File: src/rtl/spi_byte_fifo_if.sv
//------------------------------------------------------------------------------
// spi_byte_fifo_if : host FIFO bus and SPI-core handshake signals (rev 1.0)
//------------------------------------------------------------------------------
`default_nettype none

interface spi_byte_fifo_if;
  logic       wr_en;
  logic [7:0] wr_data;
  logic       rd_en;
  logic [7:0] rd_data;
  logic       clr_err;
  logic       tx_full;
  logic [4:0] tx_count;
  logic       rx_empty;
  logic [4:0] rx_count;
  logic       tx_ovf;
  logic       rx_ovf;
  logic       timeout_err;
  logic       xfer_active;
  logic [7:0] spi_data_in;
  logic       spi_ready_send;
  logic       spi_busy;
  logic [7:0] spi_data_out;

  modport slave (
    input  wr_en, wr_data, rd_en, clr_err, spi_busy, spi_data_out,
    output rd_data, tx_full, tx_count, rx_empty, rx_count,
           tx_ovf, rx_ovf, timeout_err, xfer_active,
           spi_data_in, spi_ready_send
  );

  modport master (
    output wr_en, wr_data, rd_en, clr_err, spi_busy, spi_data_out,
    input  rd_data, tx_full, tx_count, rx_empty, rx_count,
           tx_ovf, rx_ovf, timeout_err, xfer_active,
           spi_data_in, spi_ready_send
  );
endinterface

`default_nettype wire

File: src/rtl/spi_byte_fifo.sv
//------------------------------------------------------------------------------
// spi_byte_fifo : TX/RX byte FIFOs feeding a one-byte-at-a-time SPI launcher (rev 1.0)
//------------------------------------------------------------------------------
`default_nettype none

module spi_byte_fifo #(
  parameter int DEPTH        = 4,
  parameter int BUSY_TIMEOUT = 16
) (
  input  wire logic       clk,
  input  wire logic       rst,
  spi_byte_fifo_if.slave  bus
);

  localparam int              AW       = $clog2(DEPTH);
  localparam int              TW       = $clog2(BUSY_TIMEOUT + 1);
  localparam logic [4:0]      FULL_CNT = 5'(DEPTH);
  localparam logic [TW-1:0]   TMO_LAST = TW'(BUSY_TIMEOUT - 1);

  typedef enum logic [1:0] {
    IDLE      = 2'd0,
    LAUNCH    = 2'd1,
    WAIT_BUSY = 2'd2,
    WAIT_DONE = 2'd3
  } state_t;

  state_t        state;
  logic [7:0]    tx_mem [DEPTH];
  logic [7:0]    rx_mem [DEPTH];
  logic [AW-1:0] tx_wp, tx_rp, rx_wp, rx_rp;
  logic [4:0]    tx_cnt, rx_cnt;
  logic [TW-1:0] tmo_cnt;
  logic          tx_ovf_q, rx_ovf_q, tmo_q, ready_q;
  logic [7:0]    data_in_q;

  logic tx_full_w, rx_empty_w, rx_full_w;
  logic tx_pop, tx_push, tx_drop;
  logic rx_done, rx_pop, rx_push, rx_drop, tmo_hit;

  assign tx_full_w  = (tx_cnt == FULL_CNT);
  assign rx_empty_w = (rx_cnt == 5'd0);
  assign rx_full_w  = (rx_cnt == FULL_CNT);

  // A same-cycle pop frees a slot, so a push to a full FIFO still lands.
  assign tx_pop  = (state == IDLE) && (tx_cnt != 5'd0) && !bus.spi_busy;
  assign tx_push = bus.wr_en && (!tx_full_w || tx_pop);
  assign tx_drop = bus.wr_en && tx_full_w && !tx_pop;

  assign rx_done = (state == WAIT_DONE) && !bus.spi_busy;
  assign rx_pop  = bus.rd_en && !rx_empty_w;
  assign rx_push = rx_done && (!rx_full_w || rx_pop);
  assign rx_drop = rx_done && rx_full_w && !rx_pop;
  assign tmo_hit = (state == WAIT_BUSY) && !bus.spi_busy && (tmo_cnt == TMO_LAST);

  always_ff @(posedge clk) begin
    if (tx_push) tx_mem[tx_wp] <= bus.wr_data;
    if (rx_push) rx_mem[rx_wp] <= bus.spi_data_out;
  end

  always_ff @(posedge clk) begin
    if (!rst) begin
      tx_wp  <= '0;
      tx_rp  <= '0;
      tx_cnt <= 5'd0;
      rx_wp  <= '0;
      rx_rp  <= '0;
      rx_cnt <= 5'd0;
    end else begin
      if (tx_push) tx_wp <= tx_wp + 1'b1;
      if (tx_pop)  tx_rp <= tx_rp + 1'b1;
      tx_cnt <= tx_cnt + {4'd0, tx_push} - {4'd0, tx_pop};
      if (rx_push) rx_wp <= rx_wp + 1'b1;
      if (rx_pop)  rx_rp <= rx_rp + 1'b1;
      rx_cnt <= rx_cnt + {4'd0, rx_push} - {4'd0, rx_pop};
    end
  end

  // A flag raised in the same cycle as clr_err survives the clear.
  always_ff @(posedge clk) begin
    if (!rst) begin
      tx_ovf_q <= 1'b0;
      rx_ovf_q <= 1'b0;
      tmo_q    <= 1'b0;
    end else begin
      tx_ovf_q <= (tx_ovf_q && !bus.clr_err) || tx_drop;
      rx_ovf_q <= (rx_ovf_q && !bus.clr_err) || rx_drop;
      tmo_q    <= (tmo_q    && !bus.clr_err) || tmo_hit;
    end
  end

  always_ff @(posedge clk) begin
    if (!rst) begin
      state     <= IDLE;
      tmo_cnt   <= '0;
      ready_q   <= 1'b0;
      data_in_q <= 8'h00;
    end else begin
      ready_q <= 1'b0;
      case (state)
        IDLE: begin
          if (tx_pop) begin
            data_in_q <= tx_mem[tx_rp];
            ready_q   <= 1'b1;
            state     <= LAUNCH;
          end
        end
        LAUNCH: begin
          tmo_cnt <= '0;
          state   <= WAIT_BUSY;
        end
        WAIT_BUSY: begin
          if (bus.spi_busy)  state   <= WAIT_DONE;
          else if (tmo_hit)  state   <= IDLE;
          else               tmo_cnt <= tmo_cnt + 1'b1;
        end
        WAIT_DONE: begin
          if (!bus.spi_busy) state <= IDLE;
        end
        default: state <= IDLE;
      endcase
    end
  end

  assign bus.rd_data        = rx_empty_w ? 8'h00 : rx_mem[rx_rp];
  assign bus.tx_full        = tx_full_w;
  assign bus.tx_count       = tx_cnt;
  assign bus.rx_empty       = rx_empty_w;
  assign bus.rx_count       = rx_cnt;
  assign bus.tx_ovf         = tx_ovf_q;
  assign bus.rx_ovf         = rx_ovf_q;
  assign bus.timeout_err    = tmo_q;
  assign bus.xfer_active    = (state != IDLE);
  assign bus.spi_data_in    = data_in_q;
  assign bus.spi_ready_send = ready_q;

endmodule

`default_nettype wire

File: src/flat_wrapper.sv
// flat-port wrapper written by rule: the top's interface ports become plain ports
module spi_byte_fifo_flat 
#(
  parameter int DEPTH        = 4,
  parameter int BUSY_TIMEOUT = 16
)
  (clk, rst, bus_wr_en, bus_wr_data, bus_rd_en, bus_clr_err, bus_spi_busy, bus_spi_data_out, bus_rd_data, bus_tx_full, bus_tx_count, bus_rx_empty, bus_rx_count, bus_tx_ovf, bus_rx_ovf, bus_timeout_err, bus_xfer_active, bus_spi_data_in, bus_spi_ready_send);
  spi_byte_fifo_if bus_i ();
  input  wire logic clk;
  input  wire logic rst;
  input wire logic [$bits(bus_i.wr_en)-1:0] bus_wr_en;
  input wire logic [$bits(bus_i.wr_data)-1:0] bus_wr_data;
  input wire logic [$bits(bus_i.rd_en)-1:0] bus_rd_en;
  input wire logic [$bits(bus_i.clr_err)-1:0] bus_clr_err;
  input wire logic [$bits(bus_i.spi_busy)-1:0] bus_spi_busy;
  input wire logic [$bits(bus_i.spi_data_out)-1:0] bus_spi_data_out;
  output wire logic [$bits(bus_i.rd_data)-1:0] bus_rd_data;
  output wire logic [$bits(bus_i.tx_full)-1:0] bus_tx_full;
  output wire logic [$bits(bus_i.tx_count)-1:0] bus_tx_count;
  output wire logic [$bits(bus_i.rx_empty)-1:0] bus_rx_empty;
  output wire logic [$bits(bus_i.rx_count)-1:0] bus_rx_count;
  output wire logic [$bits(bus_i.tx_ovf)-1:0] bus_tx_ovf;
  output wire logic [$bits(bus_i.rx_ovf)-1:0] bus_rx_ovf;
  output wire logic [$bits(bus_i.timeout_err)-1:0] bus_timeout_err;
  output wire logic [$bits(bus_i.xfer_active)-1:0] bus_xfer_active;
  output wire logic [$bits(bus_i.spi_data_in)-1:0] bus_spi_data_in;
  output wire logic [$bits(bus_i.spi_ready_send)-1:0] bus_spi_ready_send;
  assign bus_i.wr_en = bus_wr_en;
  assign bus_i.wr_data = bus_wr_data;
  assign bus_i.rd_en = bus_rd_en;
  assign bus_i.clr_err = bus_clr_err;
  assign bus_i.spi_busy = bus_spi_busy;
  assign bus_i.spi_data_out = bus_spi_data_out;
  assign bus_rd_data = bus_i.rd_data;
  assign bus_tx_full = bus_i.tx_full;
  assign bus_tx_count = bus_i.tx_count;
  assign bus_rx_empty = bus_i.rx_empty;
  assign bus_rx_count = bus_i.rx_count;
  assign bus_tx_ovf = bus_i.tx_ovf;
  assign bus_rx_ovf = bus_i.rx_ovf;
  assign bus_timeout_err = bus_i.timeout_err;
  assign bus_xfer_active = bus_i.xfer_active;
  assign bus_spi_data_in = bus_i.spi_data_in;
  assign bus_spi_ready_send = bus_i.spi_ready_send;
  spi_byte_fifo #(.DEPTH(DEPTH), .BUSY_TIMEOUT(BUSY_TIMEOUT)) u_core (.clk(clk), .rst(rst), .bus(bus_i));
endmodule
File: config.mk
export PLATFORM = sky130hd
export DESIGN_NAME = spi_byte_fifo_flat
export DESIGN_NICKNAME = d
export VERILOG_FILES = /design/src/rtl/spi_byte_fifo_if.sv /design/src/rtl/spi_byte_fifo.sv /design/src/flat_wrapper.sv
export SDC_FILE = /design/constraint.sdc
export NUM_CORES = 1
export LEC_CHECK = 0
export ABC_AREA = 1
export CORE_MARGIN = 2
export CORE_UTILIZATION = 25
export CTS_CLUSTER_SIZE = 30
export DETAILED_ROUTE_END_ITERATION = 10
export PLACE_DENSITY_LB_ADDON = 0.1
export SYNTH_ARGS = -nofsm -noshare
export SYNTH_HDL_FRONTEND = slang
export SYNTH_SLANG_ARGS = --single-unit
File: constraint.sdc
create_clock -name clk -period 2.3 [get_ports clk]
set_input_delay 0.46 -clock clk [delete_from_list [all_inputs] [get_ports clk]]
set_output_delay 0.46 -clock clk [all_outputs]
set_load 0.005 [all_outputs]
==> results.rst <==
.. list-table::
   :header-rows: 1

   * - Metric
     - Value
   * - Adder-cell share of the synthesized area
     - 7.07%
   * - Min setup slack post-route
     - 116 ps
   * - CP Launch Type
     - flop
   * - Max-capacitance violation count
     - 0
   * - Share of layout cells above drive strength 1
     - 16.6%
   * - Share of the core filled with cells
     - 33.8%
   * - Post-synthesis register bit count
     - 103
   * - Total of hold buffers inserted after clock tree synthesis
     - 0
   * - CP max stage cell
     - fa_2
   * - Global-route wire length before repair
     - 16100 µm
   * - Area Overhead vs Synth
     - 31.6%
   * - TritonCTS clock tree
     - built
   * - Unrepaired setup endpoints after global routing
     - true
   * - Skew-Pair Late Insertion Delay
     - 350 ps
   * - Core region area
     - 0.0174 mm²
   * - Cell types with the highest counts after synthesis
     - nor2_1 (97), edfxtp_1 (64), o21ai_0 (48), inv_1 (45), dfxtp_1 (39)
   * - Share of the clock period used by the worst path
     - 94.9%
   * - Via-per-instance ratio
     - 4.17
   * - Number of port buffers
     - 54
   * - Final weighted congestion of routability-driven global placement
     - 0.749
   * - Drc violations
     - 0
   * - Mux share of post-synthesis cell area
     - 0%
   * - Summed negative setup slack over all endpoints
     - 0 ps
   * - Pin count of the biggest net entering global routing
     - 27
   * - Share of synthesized cell area in and, or, nand and nor gates
     - 15.0%
   * - Total number of nets in the final design
     - 577
   * - Most frequently used cell type in the post-synthesis netlist
     - nor2_1
   * - Async S/R FF share, synth
     - 0%
   * - Number of antenna violations at the first check in global routing
     - 0
   * - Violation count after the first detailed-route iteration
     - 61
   * - Top cells by area in the synthesized netlist
     - edfxtp_1 (43%), dfxtp_1 (17%), nor2_1 (8.2%)
   * - Peak supply drop
     - 363 µV
   * - Synthesized instance count
     - 440
   * - Mapped Nets
     - 486
   * - Setup violation total in the final timing report
     - 0
   * - Antenna fix cells
     - 0
   * - Combined area of all synthesized cells
     - 0.00446 mm²
   * - Htree depth
     - 3
   * - Sequential share of the synthesized area
     - 60.6%
   * - Count of flip-flops with a built-in enable after synthesis
     - 64
   * - Measured slew at the worst slew-check pin
     - 561 ps
   * - Top cell type by total area after synthesis
     - edfxtp_1
   * - Number of buffers on the longest clock path
     - 2
   * - CP dominant cell by count
     - inv_2
   * - Routed via count
     - 3172
   * - Worst hold slack after final layout
     - 460 ps
   * - Overall overflow remaining after global route
     - 0
   * - Overall die area
     - 0.0189 mm²
   * - Combinational family with the most area after synthesis
     - simple AND/OR/NAND/NOR gates
   * - Horiz. Die Dim
     - 138 µm
   * - Slew Viols, Final
     - 0
   * - Power density over cell area
     - 1090 mW/mm²
   * - Clock root buffer master
     - clkbuf_16
   * - Required time of the worst setup path
     - 2590 ps
   * - Combined global-route utilization of all metal layers
     - 11.4%
   * - Result of the run
     - complete, no violations
   * - Height of the die
     - 138 µm
   * - Post-synth cell types
     - 32
   * - Filler Cells Inserted
     - 1760
   * - Clock-pin slew on the worst setup and hold paths
     - 70 ps
   * - Worst-case headroom to the max-slew limit
     - 62.5%
   * - Number of primary I/O pins
     - 55
   * - Place WS
     - -317 ps
   * - Routed wire length
     - 9910 µm
   * - Maximum frequency from static timing analysis
     - 0.458 GHz
   * - Detailed Place HPWL
     - 6770 µm
   * - Leakage power
     - 2.26 nW
   * - Xor/xnor cell area share of the yosys netlist
     - 0.785%
   * - Syn. warnings
     - 0
   * - Count of standard-cell rows
     - 48
   * - Largest stage delay, worst path
     - 370 ps
   * - Via count of the first global-routing pass
     - 3128
   * - Yosys top cell area share
     - 43.1%
   * - Final antenna-violating net count
     - 0
   * - Most common flop cell mapped by yosys
     - edfxtp_1
   * - Critical path fanouts, max
     - 3
   * - Class of the tightest hold or removal check
     - reg2reg
   * - Cell chain of the critical path
     - inv_2, ha_4, inv_2, nor2_4, nand2_2, nand2_2, inv_2, ha_4, inv_2, ha_4, fa_2, a21oi_2, o21bai_1, and2_1, nor2_1
   * - Type of the worst setup path
     - reg2reg
   * - Total count of hold-check failures in the final report
     - 0
   * - Arr. time, crit path
     - 2470 ps
   * - Effective utilization at floorplan
     - 25.7%
   * - Minimum period implied by the final worst setup slack
     - 2180 ps
   * - # clock sinks
     - 103
   * - Syn Area/Cell
     - 10.1 µm²
   * - Wirelength per Cell
     - 13.0 µm
   * - Num CTS Buffers
     - 9
   * - Compound-cell area share of the yosys netlist
     - 10.4%
   * - Category of the worst setup path capture point
     - flop
   * - Drt first pass iters
     - 4
   * - Final Skew
     - 5.24 ps
==> cells by family (layout without fill, tap and decap cells) <==
| family | count (synthesis) | after routing |
|---|---|---|
| AOI/OAI and AO/OA | 89 | 89 |
| xor gates and xnor gates | 4 | 4 |
| adders and majority gates | 24 | 24 |
| buffers and inverters | 64 | 160 |
| DFF | 103 | 103 |
| and+or+nand+nor | 156 | 156 |
==> metal layers <==
layer  GRT usage (%)  share of wire (%)  wire length, µm
met5               0                  0                0
met4            4.64                1.9              190
met3            2.28                3.2              315
met2            18.8                 47             4680
met1            14.5                 48             4720
==> cell usage in the layout, fill, tap and decap left out, types with 3 or more instances in the layout <==
| cell type | n |
|---|---|
| nor2_1 | 95 |
| edfxtp_1 | 64 |
| o21ai_0 | 46 |
| clkdlybuf4s50_1 | 45 |
| inv_1 | 39 |
| buf_4 | 37 |
| dfxtp_1 | 35 |
| nand2_1 | 30 |
| a21oi_1 | 27 |
| ha_1 | 18 |
| nand3_1 | 12 |
| inv_2 | 11 |
| clkbuf_16 | 9 |
| o22ai_1 | 8 |
| dlygate4sd2_1 | 8 |
| nand2_2 | 4 |
| xnor2_1 | 4 |
| ha_4 | 4 |
| dfxtp_2 | 4 |
| nor2_2 | 3 |
==> flip-flops by register name (all words and copies together), names as in the netlist, 2 cells and up, named ones only <==
signal	cells
u_core.tx_wp	2
u_core.bus.tx_count	5
u_core.tx_rp	2
u_core.bus.spi_data_in	8
u_core.bus.rx_count	5
u_core.rx_wp	2
u_core.state	2
u_core.rx_mem	32
u_core.tmo_cnt	5
u_core.tx_mem	32
u_core.rx_rp	2
==> report_power, final <==
group / leakage, nW / switching [mW] / internal (mW) / total, mW
Combinational: 1.21 / 1.25 / 1.21 / 2.47
Sequential: 0.903 / 0.161 / 2.21 / 2.37
Clock: 0.146 / 0.713 / 0.863 / 1.58
==> worst paths after layout <==
check	startpoint	end	slack (ps)	cells after the start
max	u_core.bus.rx_count[3]$_SDFF_PN0_	u_core.bus.rx_count[4]$_SDFF_PN0_	120	15
min	u_core.rx_rp[1]$_SDFFE_PN0N_	flop	460	2
max reg2reg	u_core.bus.rx_count[3]$_SDFF_PN0_	u_core.bus.rx_count[4]$_SDFF_PN0_	120	15
min reg2reg	u_core.rx_rp[1]$_SDFFE_PN0N_	flop	460	2
==> critical path, delay by kind of cell (launching register included) <==
family / cells / cell delay, ps
DFF: 1 / 320
adders and majority gates: 4 / 910
AOI/OAI and AO/OA: 2 / 230
and+or+nand+nor: 5 / 480
buffers and inverters: 4 / 210
==> what timing repair did <==
item                       in CTS  in global routing
gates resized for setup        12                 26
gates cloned                    0                  0
pin swaps                       0                 12
setup endpoints to repair      10                  8
setup buffers                   0                  0
==> through the flow <==
stage                     std cells  power [mW]  cell area (µm²)
after CTS                       761        6.39             5790
after global routing            761        6.93             5870
final                           761        6.42             5870
after global placement          745        4.82             5490
after detailed placement        745        4.82             5490
after floorplan                 440        3.69             4460
==> layout make-up <==
class	count	area, µm²	area share [%]
Sequential cell	103	2710	46.1
Multi-Input combinational cell	273	1560	26.6
Timing Repair Buffer	92	822	14.0
Tap cell	225	282	4.79
Clock buffer	10	229	3.90
Inverter	52	195	3.32
Clock inverter	6	75.1	1.28
(Power assumes the default switching activity.)
